[config.mk]
export PLATFORM = sky130hd
export DESIGN_NAME = ps2_host_tx
export DESIGN_NICKNAME = d
export VERILOG_FILES = /design/src/rtl/ps2_pkg.sv /design/src/rtl/ps2_line_filter.sv /design/src/rtl/ps2_host_tx.sv
export SDC_FILE = /design/constraint.sdc
export NUM_CORES = 1
export LEC_CHECK = 0
export CAP_MARGIN = 30
export CORE_MARGIN = 3
export CORE_UTILIZATION = 40
export DETAILED_ROUTE_END_ITERATION = 7
export PLACE_DENSITY_LB_ADDON = 0.25
export RECOVER_POWER = 50
export SLEW_MARGIN = 20
export SYNTH_ARGS = -nofsm -noshare
export SYNTH_HDL_FRONTEND = slang
export SYNTH_SLANG_ARGS = --single-unit
export TNS_END_PERCENT = 50
[constraint.sdc]
create_clock -name clk -period 2.08 [get_ports clk]
set_input_delay 0.208 -clock clk [delete_from_list [all_inputs] [get_ports clk]]
set_output_delay 0.208 -clock clk [all_outputs]
set_load 0.01 [all_outputs]
[src/rtl/ps2_pkg.sv]
// Shared PS/2 definitions: host transmitter states, frame layout and timing helpers
// used by both the host transmitter and the keyboard receiver.
package ps2_pkg;

   typedef enum logic [2:0] {
      IDLE,
      INHIBIT,
      REQ,
      SEND,
      ACK,
      WAIT_IDLE
   } ps2_state_t;

   localparam int FRAME_BITS = 11;               // start, 8 data, odd parity, stop
   localparam int DATA_BITS  = 8;
   localparam int SHIFT_BITS = FRAME_BITS - 1;   // bits clocked out after the start bit

   function automatic int inhibit_cycles(input int clk_hz, input int us);
      return clk_hz / 1_000_000 * us;
   endfunction

   function automatic int timeout_cycles(input int clk_hz, input int ms);
      return clk_hz / 1000 * ms;
   endfunction

   function automatic logic odd_parity(input logic [DATA_BITS-1:0] d);
      return ~^d;
   endfunction

endpackage

[src/rtl/ps2_line_filter.sv]
// Two-flop synchroniser and stability filter for an open-drain PS/2 line, with a
// one-cycle pulse on the selected edge of the filtered value.
module ps2_line_filter #(
   parameter int FILTER_LEN  = 8,
   parameter bit DETECT_FALL = 1'b1
) (
   input  logic clk,
   input  logic reset,
   input  logic pin,
   output logic filt,
   output logic edge_pulse
);

   localparam int CW = $clog2(FILTER_LEN + 1);
   localparam logic [CW-1:0] LAST = CW'(FILTER_LEN - 1);

   logic [1:0]    sync_q;
   logic [CW-1:0] stable_cnt;

   // Idle bus is pulled high, so the synchroniser and filter come out of reset at 1.
   always_ff @(posedge clk) begin
      if (reset) begin
         sync_q     <= 2'b11;
         stable_cnt <= '0;
         filt       <= 1'b1;
         edge_pulse <= 1'b0;
      end else begin
         sync_q     <= {sync_q[0], pin};
         edge_pulse <= 1'b0;
         if (sync_q[1] == filt) begin
            stable_cnt <= '0;
         end else if (stable_cnt == LAST) begin
            stable_cnt <= '0;
            filt       <= sync_q[1];
            edge_pulse <= DETECT_FALL ? filt : ~filt;
         end else begin
            stable_cnt <= stable_cnt + CW'(1);
         end
      end
   end

endmodule

[src/rtl/ps2_host_tx.sv]
// Host-to-device PS/2 command transmitter; drives the shared PS2_CLK/PS2_DATA pins
// through open-drain enables and reports completion or failure with tx_done/tx_err.
//
// state     | meaning
// ----------+-------------------------------------------------------------
// IDLE      | lines released, ready for a command byte
// INHIBIT   | hold clock low to request a host-to-device transfer
// REQ       | one cycle with clock and data low (start bit)
// SEND      | clock released; shift data, parity, stop on each device clock fall
// ACK       | data released; sample the device acknowledge on the next fall
// WAIT_IDLE | wait for clock and data both high, then report
import ps2_pkg::*;

module ps2_host_tx #(
   parameter int CLK_FREQUENCY_HZ = 50_000_000,
   parameter int INHIBIT_US       = 100,
   parameter int TIMEOUT_MS       = 20,
   parameter int FILTER_LEN       = 8
) (
   input  logic       clk,
   input  logic       reset,
   input  logic [7:0] tx_data,
   input  logic       tx_valid,
   output logic       tx_ready,
   output logic       busy,
   output logic       tx_done,
   output logic       tx_err,
   input  logic       kclk_in,
   input  logic       kdata_in,
   output logic       kclk_oe,
   output logic       kdata_oe
);

   localparam int INHIBIT_CYC = inhibit_cycles(CLK_FREQUENCY_HZ, INHIBIT_US);
   localparam int TIMEOUT_CYC = timeout_cycles(CLK_FREQUENCY_HZ, TIMEOUT_MS);
   localparam int IW          = (INHIBIT_CYC > 1) ? $clog2(INHIBIT_CYC) : 1;
   localparam int TW          = $clog2(TIMEOUT_CYC + 1);
   localparam logic [3:0] LAST_IDX = 4'(FRAME_BITS - 1);

   ps2_state_t            state;
   logic [SHIFT_BITS-1:0] shreg;
   logic [3:0]            idx;
   logic [IW-1:0]         inh_cnt;
   logic [TW-1:0]         tmo_cnt;
   logic                  nack;
   logic [1:0]            kdata_sync_q;
   logic                  kdata_sync;
   logic                  kclk_filt;
   logic                  kclk_fall;
   logic                  tmo_hit;

   ps2_line_filter #(
      .FILTER_LEN  (FILTER_LEN),
      .DETECT_FALL (1'b1)
   ) u_kclk_filter (
      .clk        (clk),
      .reset      (reset),
      .pin        (kclk_in),
      .filt       (kclk_filt),
      .edge_pulse (kclk_fall)
   );

   always_ff @(posedge clk) begin
      if (reset) begin
         kdata_sync_q <= 2'b11;
      end else begin
         kdata_sync_q <= {kdata_sync_q[0], kdata_in};
      end
   end

   assign kdata_sync = kdata_sync_q[1];
   assign tmo_hit    = (tmo_cnt == TW'(1));
   assign busy       = (state != IDLE);

   always_ff @(posedge clk) begin
      if (reset) begin
         state    <= IDLE;
         shreg    <= '0;
         idx      <= '0;
         inh_cnt  <= '0;
         tmo_cnt  <= '0;
         nack     <= 1'b0;
         kclk_oe  <= 1'b0;
         kdata_oe <= 1'b0;
         tx_ready <= 1'b1;
         tx_done  <= 1'b0;
         tx_err   <= 1'b0;
      end else begin
         tx_done <= 1'b0;
         tx_err  <= 1'b0;
         unique case (state)
            IDLE: begin
               kclk_oe  <= 1'b0;
               kdata_oe <= 1'b0;
               tx_ready <= 1'b1;
               if (tx_valid && tx_ready) begin
                  shreg    <= {1'b1, odd_parity(tx_data), tx_data};
                  idx      <= '0;
                  nack     <= 1'b0;
                  inh_cnt  <= IW'(INHIBIT_CYC - 1);
                  kclk_oe  <= 1'b1;
                  tx_ready <= 1'b0;
                  state    <= INHIBIT;
               end
            end
            INHIBIT: begin
               if (inh_cnt == '0) begin
                  kdata_oe <= 1'b1;
                  state    <= REQ;
               end else begin
                  inh_cnt <= inh_cnt - IW'(1);
               end
            end
            REQ: begin
               kclk_oe <= 1'b0;
               tmo_cnt <= TW'(TIMEOUT_CYC);
               state   <= SEND;
            end
            SEND, ACK, WAIT_IDLE: begin
               // Timeout is checked first so it wins over a coincident clock fall.
               if (tmo_hit) begin
                  tmo_cnt  <= '0;
                  kclk_oe  <= 1'b0;
                  kdata_oe <= 1'b0;
                  tx_done  <= 1'b1;
                  tx_err   <= 1'b1;
                  state    <= IDLE;
               end else begin
                  tmo_cnt <= tmo_cnt - TW'(1);
                  case (state)
                     SEND: begin
                        if (kclk_fall) begin
                           if (idx == LAST_IDX) begin
                              kdata_oe <= 1'b0;
                              state    <= ACK;
                           end else begin
                              kdata_oe <= ~shreg[0];
                              shreg    <= {1'b1, shreg[SHIFT_BITS-1:1]};
                              idx      <= idx + 4'd1;
                           end
                        end
                     end
                     ACK: begin
                        kdata_oe <= 1'b0;
                        if (kclk_fall) begin
                           nack  <= kdata_sync;
                           state <= WAIT_IDLE;
                        end
                     end
                     default: begin
                        if (kclk_filt && kdata_sync) begin
                           tmo_cnt <= '0;
                           tx_done <= 1'b1;
                           tx_err  <= nack;
                           state   <= IDLE;
                        end
                     end
                  endcase
               end
            end
            default: begin
               kclk_oe  <= 1'b0;
               kdata_oe <= 1'b0;
               state    <= IDLE;
            end
         endcase
      end
   end

endmodule

Word level (Yosys, flattened, before mapping)

Cells that the tools add are included.
W data, S select, Z words.

Register bits after elaboration: 66
Logic and storage cells: 119
Input bits: 13

Multiplexer cells: 49
Reductions and logical operators: 21
Equality and inequality tests: 23
Add/sub/neg operators: 4
Bitwise gates (word level): 6

Operators with widths:

| operator                | count |
|---|---|
| $mux W20                | 3 |
| $mux W10                | 5 |
| $pmux W20 S2            | 1 |
| $mux W13                | 2 |
| $pmux W13 S2            | 1 |
| $mux W3                 | 7 |
| $eq A20 B1 Y1 const B   | 1 |
| $mux W4                 | 5 |
| $pmux W10 S2            | 1 |
| $sub A20 B1 Y20 const B | 1 |
| $mux W1                 | 17 |
| $ne A2 B2 Y1 const B    | 8 |
| $logic_not A13 Y1       | 1 |
| $sub A13 B1 Y13 const B | 1 |
| $pmux W3 S4             | 1 |
| $reduce_and A6 Y1       | 2 |
| $reduce_or A3 Y1        | 3 |
| $add A4 B1 Y4 const B   | 2 |
| $ne A4 B3 Y1 const B    | 2 |
| $ne A4 B4 Y1 const B    | 2 |
| $pmux W4 S2             | 1 |
| $reduce_xnor A8 Y1      | 1 |
| $eq A3 B2 Y1 const B    | 2 |
| $eq A3 B3 Y1 const B    | 2 |
| other kinds (19)        | 31 |

Logic depth before layout (Yosys ltp)

Word-level depth: 6
Depth in mapped cells: 8
Mapped depth without buffers: 7

Modules after synthesis

A second synthesis with hierarchy kept.

Cell total of the unflattened synthesis: 413
Area total of the unflattened synthesis: 3425.8 um^2

Modules (own cells, without submodules):

| module          | times used | seq. area each (um^2) | cells an instance | area each (um^2) |
|---|---|---|---|---|
| ps2_host_tx     | 1          | 1161.1                | 386               | 3141.8 |
| ps2_line_filter | 1          | 160.2                 | 27                | 284.0 |

Worst setup path after synthesis

Ideal clock, no wire load.

Path kind: reg-to-reg
Start: register tmo_cnt[0]
End: register tmo_cnt[16]
Clock period less this slack: 1.991 ns
Required time: 1.961 ns
Setup slack: 0.089 ns
Stages on the path, launching flop included: 8
Data arrival time: 1.872 ns
Library setup time: 0.119 ns
Cell sequence: dfxtp_1 -> inv_1 -> ha_1 -> nor3b_1 -> nand2_1 -> nor4_1 -> a21boi_0 -> o221a_2

Cells in the longest elaborated chain, start to end: 5

Ends and longest elaborated chain:

| item                     | line               | text |
|---|---|---|
| start: declaration       | ps2_host_tx.sv:44  | `logic [TW-1:0] tmo_cnt;` |
| start signal: assignment | ps2_host_tx.sv:116 | `tmo_cnt <= TW'(TIMEOUT_CYC);` |
| start signal: assignment | ps2_host_tx.sv:129 | `tmo_cnt <= tmo_cnt - TW'(1);` |
| $sub A20 B1 Y20          | ps2_host_tx.sv:129 |  |
| $mux W20                 | ps2_host_tx.sv:151 | `if (kclk_filt && kdata_sync) begin` |
| $mux W20                 | ps2_host_tx.sv:130 | `case (state)` |
| $mux W20 *               | ps2_host_tx.sv:121 | `if (tmo_hit) begin` |
| $pmux W20 S2 *           | ps2_host_tx.sv:91  | `unique case (state)` |

Every way passes the cells marked *; elsewhere a longest branch is shown, timed or not.
A chain may end at the register's enable or synchronous reset.

Worst setup path in the final report

Start: register tmo_cnt[1]
End: register tx_err

Cells in the longest elaborated chain, start to end: 2

Ends and longest elaborated chain:

| item                   | line               | text |
|---|---|---|
| $eq A20 B1 Y1          | ps2_host_tx.sv:72  | `assign tmo_hit = (tmo_cnt == TW'(1));` |
| $mux W1                | ps2_host_tx.sv:121 |  |
| end signal: assignment | ps2_host_tx.sv:154 | `tx_err <= nack;` |
| end: declaration       | ps2_host_tx.sv:27  | `output logic tx_err,` |

No other way between the ends.

==> results.json <==
{
  "clock_path_buffers": 2,
  "skew_ps": 10.4,
  "core_um2": 7930,
  "synth_edf_count": 0,
  "drtPass1Iterations": 4,
  "period_share": 0.939,
  "worst_slack_ps": 126,
  "drive_gt1_frac": 0.171,
  "grt_max_degree": 29,
  "drv_cap": 0,
  "clk_latency_ps": 350,
  "drt-wirelength-per-cell_um": 14.5,
  "path_class": "flop to flop",
  "synth_top_area_share": 0.393,
  "required_ps": 2320,
  "combPwrFrac": 0.499,
  "place_ws_ps": 32.9,
  "synth_area_leaders": "dfxtp_1 (39%), a21oi_1 (6.1%), nand2_1 (5.4%)",
  "die_y_um": 97.6,
  "crit_path_end_kind": "flop",
  "switchingPower_mw": 2.48,
  "antenna_found_initial": 0,
  "arrival_ps": 2190,
  "hold_path.class": "flop to flop",
  "antenna_cells": 0,
  "clkTransAtPathRegs_ps": 70,
  "gp_congestion": 0.817,
  "die_area_um2": 9530,
  "syn_inst": 392,
  "ir_drop_uv": 667,
  "p_per_area_nw_per_um2": 1470,
  "synthesis.nets": 411,
  "cts_hold_buf": 0,
  "syn_area_um2": 3360,
  "cp_slowest_cell": "a21boi_2",
  "grt_overflow": 0,
  "path_depth": 8,
  "slowest_delay_ps": 420,
  "switching_share": 0.423,
  "intPower_mw": 3.38,
  "crit_family": "compound AO/OA/AOI/OAI gates",
  "worst_pin_slew_ps": 615,
  "start_kind": "flop",
  "clkPwrFrac": 0.170,
  "grt_pass1_wl_mm": 13.5,
  "synthTopCellsByCount": "dfxtp_1 (66), nand2_1 (48), a21oi_1 (41)",
  "avgViaCountPerCell": 5.60,
  "r2r_cells": 8,
  "finalSetupTns_ps": 0,
  "drc": 0,
  "finalNetCount": 452,
  "clock_sinks": 66,
  "status": "complete, no violations",
  "placed_cells": 521,
  "slew_viol_final": 0,
  "holdPathStages": 1,
  "multiInputGateArea_um2": 1930,
  "cts_root_buffer": "clkbuf_8",
  "drt_wl_total_mm": 7.84,
  "power_frac_seq": 0.331,
  "finalHoldViolations": 0,
  "ys_types": 64,
  "slew_headroom": 0.590,
  "rsz0062_at_grt": "true",
  "dr.first_iter.drc_count": 130,
  "route.antenna.remaining_nets": 0,
  "hpwlAfterDp_mm": 5.56,
  "ys.flop_type": "dfxtp_1",
  "numCtsBuffers": 9,
  "vias": 3026,
  "register_area_um2": 1330,
  "area_growth_pct": 18.9,
  "fin_cells": 540,
  "setup_violations": 0,
  "io_buffers": 18,
  "ios": 19,
  "yosys.cell_count.top_type": "dfxtp_1",
  "track_usage": 0.170,
  "yosys_warnings": 0,
  "avgSynthCellArea_um2": 8.57,
  "worstPathCellList": "inv_1 -> ha_1 -> nor2b_1 -> and3_1 -> a21boi_2 -> buf_4 -> nor3_1 -> o21a_1",
  "fillers": 785,
  "grt_pass1_vias": 2841,
  "rows": 32,
  "cp_max_fo": 9,
  "cts_tree": "built",
  "fin_util": 0.504,
  "chipWidth_um": 97.6,
  "p_leak_nw": 1.50,
  "htreeDepth": 3,
  "fin_crit_ps": 1950,
  "crit_buf_inv": 2,
  "timing.fmax_mhz": 512,
  "ys_ff_latch": 66,
  "seq_area_frac_synth": 0.393,
  "synth_top_cell_by_area": "dfxtp_1",
  "initial_core_util": 0.424,
  "synthArstFlopShare": 0
}
[routing by layer]
metal / vias up / global-route usage / wire, um
li1: 1531 / - / -
met1: 1444 / 0.237 / 3860
met2: 45 / 0.262 / 3560
met3: 6 / 0.0380 / 355
met4: 0 / 0.0543 / 63
met5: - / 0 / 0
[repair_timing]
action | 4_1_cts | 5_1_grt
pin swaps | 0 | 2
setup buffers | 0 | 3
setup endpoints to repair | 1 | 27
gates resized for setup | 1 | 11
[cells by family after synthesis]
| logic type | after synthesis | share of synthesized area |
|---|---|---|
| AOI/OAI and AO/OA | 111 | 0.227 |
| xor gates and xnor gates | 21 | 0.0548 |
| adders and majority gates | 6 | 0.0224 |
| and+or+nand+nor | 156 | 0.258 |
| buffers and inverters | 30 | 0.0387 |
| DFF | 66 | 0.393 |
| muxes | 2 | 0.00596 |
[stage by stage]
stage | hold slack (ps) | cell area, um^2 | power (mW)
finish | 411 | 3990 | 5.86
global route | 430 | 3990 | 6.33
CTS | 411 | 3970 | 5.85
detailed placement | 394 | 3780 | 4.83
global placement | 391 | 3780 | 4.78
floorplan | 312 | 3360 | 3.95
[final timing paths]
| check | slack, ps | to | startpoint |
|---|---|---|---|
| max | 130 | tx_err | tmo_cnt[1] |
| min | 410 | kdata_sync_q[1] | kdata_sync_q[0] |
| min reg2reg | 410 | kdata_sync_q[1] | kdata_sync_q[0] |
| max reg2reg | 130 | tx_err | tmo_cnt[1] |
[power by group through the flow]
stage               clock, mW  sequential [mW]  combinational, mW
floorplan                   0             1.86               2.09
global placement            0             1.94               2.84
detailed placement          0             1.95               2.88
CTS                      1.02             1.92               2.91
global route             1.07             1.99               3.27
finish                  0.998             1.94               2.92
[state kept, by name, summed over array words and instances (netlist names), 2 cells and up]
signal	flops
idx	4
state	3
shreg	10
tmo_cnt	20
kdata_sync_q	2
inh_cnt	13
u_kclk_filter.stable_cnt	4
u_kclk_filter.sync_q	2
[layout make-up]
class                           count  share of cell area
Clock buffer                       12              0.0388
Multi-Input combinational cell    296               0.482
Clock inverter                      4             0.00658
Tap cell                          102              0.0320
Sequential cell                    66               0.332
Inverter                           14              0.0132
Timing Repair Buffer               46              0.0952
[layout by cell type (no fill, tap or decap), drive strengths merged, types with 3 or more instances in the layout]
cell and count:
ha 6, a311oi 11, o21ai 16, a21oi 41, xor2 7, buf 25
o31ai 6, or3 5, nor3b 3, a22oi 3, xnor2 14, nand4 3
a31oi 8, nand4b 4, nand3b 3, a211oi 4, nor2 23, nor4 7
nand3 13, inv 14, or2 5, clkbuf 15, nand2b 5, clkdlybuf4s50 12
nand2 48, or4 5, clkinv 3, dlygate4sd3 6, o21a 4, nor3 21
dfxtp 66, nor2b 3
No activity file was read; power rests on OpenSTA's default activity.
==> RTL change (same settings) <==
`DETECT_FALL` is set to 1'b1 in 2 places; all go to 1'b0.
--- a/src/rtl/ps2_line_filter.sv
+++ b/src/rtl/ps2_line_filter.sv
@@ -4,3 +4,3 @@
    parameter int FILTER_LEN  = 8,
-   parameter bit DETECT_FALL = 1'b1
+   parameter bit DETECT_FALL = 1'b0
 ) (
--- a/src/rtl/ps2_host_tx.sv
+++ b/src/rtl/ps2_host_tx.sv
@@ -53,3 +53,3 @@
       .FILTER_LEN  (FILTER_LEN),
-      .DETECT_FALL (1'b1)
+      .DETECT_FALL (1'b0)
    ) u_kclk_filter (
Function: no difference found for any inputs over 10 cycles, from zero or initial values and one cycle with reset high; that may be too few to reach the edited logic, so the function may still have changed.
==> RTL change against the unedited design <==
Setup slack worse by 0.094 ns; sequential cell count unchanged; highest routed layer unchanged; via count is 1.2% higher; final area grew 2.1%; wire length up 1.2%; maximum frequency decreased by 4.6%; largest cell class unchanged; synthesized area shrank 1.9%; sequential share of layout area decreased by 0.74 points.
Power is not compared: it rests on default switching activity, and its combinational part moved more than twofold at a synthesized area within 25%.
==> RTL change: results (changes against the unedited design) <==
status=completed; IO buf count=18 (unchanged); Compound-Gate Fraction of Synth Area=22.6% (-0.084 points); WL final=7.93 mm (+1.2%); sequential-to-total area share from yosys stat=40.1% (+0.78 points); wire length on met1=3.79 mm (-1.7%); Fillers=746 (-5.0%); global-route wire length before repair=13.3 mm (-1.5%); final worst setup slack=0.0322 ns (-0.0940 ns); layout net count=463 (+2.4%); Mean Syn Cell Area=8.36 um2 (-2.4%); M3 GR Usage=2.81% (-0.99 points); pin count of the biggest net entering global routing=22 (-24%); layout cells sized above 1=16.9% (-0.20 points); commonest cells in the netlist=dfxtp_1 (66), a21oi_1 (44), nand2_1 (42), nor2_1 (30), o21ai_0 (18); met2 Usage GRT=27.8% (+1.6 points); RR Startpoint=tmo_cnt[10]$_SDFFE_PP0P_; mux cell area share after synthesis=0.608% (+0.012 points); clock buffers created by TritonCTS=9 (unchanged); Critical path origin=tmo_cnt[10]$_SDFFE_PP0P_; Slew HR=32.4% (-27 points); Min Hold Slack=0.414 ns (+0.00348 ns); metal2 WL=3.81 mm (+6.9%); Synth Area in Adders=2.28% (+0.044 points); Critical Path AT=2.29 ns (+0.10 ns); Setup WS pre-CTS=-0.0683 ns (-0.101 ns); CP Capture Point=shreg[6]$_SDFFE_PP0P_; Placed Cells=531 (+1.9%); post-DR vias/cell=5.56 (-0.86%); Synth Net Count=413 (+0.49%); WL/cell=14.4 um (-0.83%); GR Util All Layers=17.0% (-0.085 points); RD Place Congestion=0.831 (+1.7%); worst clock skew=0.0111 ns (+0.000693 ns); Netlist cell types=52 (-19%); met3 WL=250 um (-30%); Detail Placement HPWL=5.66 mm (+1.7%); Cell Area, Placed=0.00377 mm2 (about the same); Crit Path Max Fanout=8 (-1); FF-to-FF End=shreg[6]$_SDFFE_PP0P_; Reg2Reg Depth=6 (-2); post-synthesis xor/xnor area fraction=5.85% (+0.37 points); synth top area cells=dfxtp_1 (40%), a21oi_1 (6.7%), nand2_1 (4.8%); met1 usage=22.4% (-1.3 points); DRT iter0 DRCs=142 (+9.2%); vias in the first global route=2860 (+0.67%)
==> RTL change: cell count changes after synthesis, sizes merged, moves of 3 or more <==
cell,change
nor3,-9
and2,+4
a31oi,-4
a22oi,-3
nand2,-6
nand4b,-3
a211oi,+5
a21oi,+3
buf,-3
a21o,+6
nor2,+8
==> RTL change: worst min path at each step <==
stage	from	endpoint	cells past startpoint
6_report	u_kclk_filter.sync_q[0]$_SDFF_PP1_	u_kclk_filter.sync_q[1]$_SDFF_PP1_	1
3_3_place_gp	u_kclk_filter.sync_q[0]$_SDFF_PP1_	u_kclk_filter.sync_q[1]$_SDFF_PP1_	1
4_1_cts	kclk_in	u_kclk_filter.sync_q[0]$_SDFF_PP1_	2
2_1_floorplan	kdata_in	kdata_sync_q[0]$_SDFF_PP1_	1
5_1_grt	kclk_in	u_kclk_filter.sync_q[0]$_SDFF_PP1_	2
3_5_place_dp	u_kclk_filter.sync_q[0]$_SDFF_PP1_	u_kclk_filter.sync_q[1]$_SDFF_PP1_	1
==> RTL change: area by class of cell <==
cell class / count / area (um2) / share of cell area [%]
multi-input cells: 302 / 1950 / 47.8
flip-flops and latches: 66 / 1320 / 32.4
repair buffers: 52 / 428 / 10.5
well taps: 102 / 128 / 3.13
clock buffers: 9 / 124 / 3.04
clock inverters: 7 / 76.3 / 1.87
inverters: 13 / 48.8 / 1.20
==> RTL change: timing repair <==
item                                    4_1_cts  5_1_grt
pin swaps                                     0        4
setup buffers                                 0        3
endpoints found under the hold margin         0        0
resized for setup                             1       17
hold buffers                                  0        0
gates cloned                                  0        1
endpoints found under the setup margin       15       23
==> RTL change: critical path, cell delays in order, from the launching register on <==
cell and delay, ns:
dfxtp_2 0.32, or4_4 0.52, or3_4 0.46, nor3_4 0.22, buf_6 0.15, nor2_4 0.06
a311oi_1 0.22
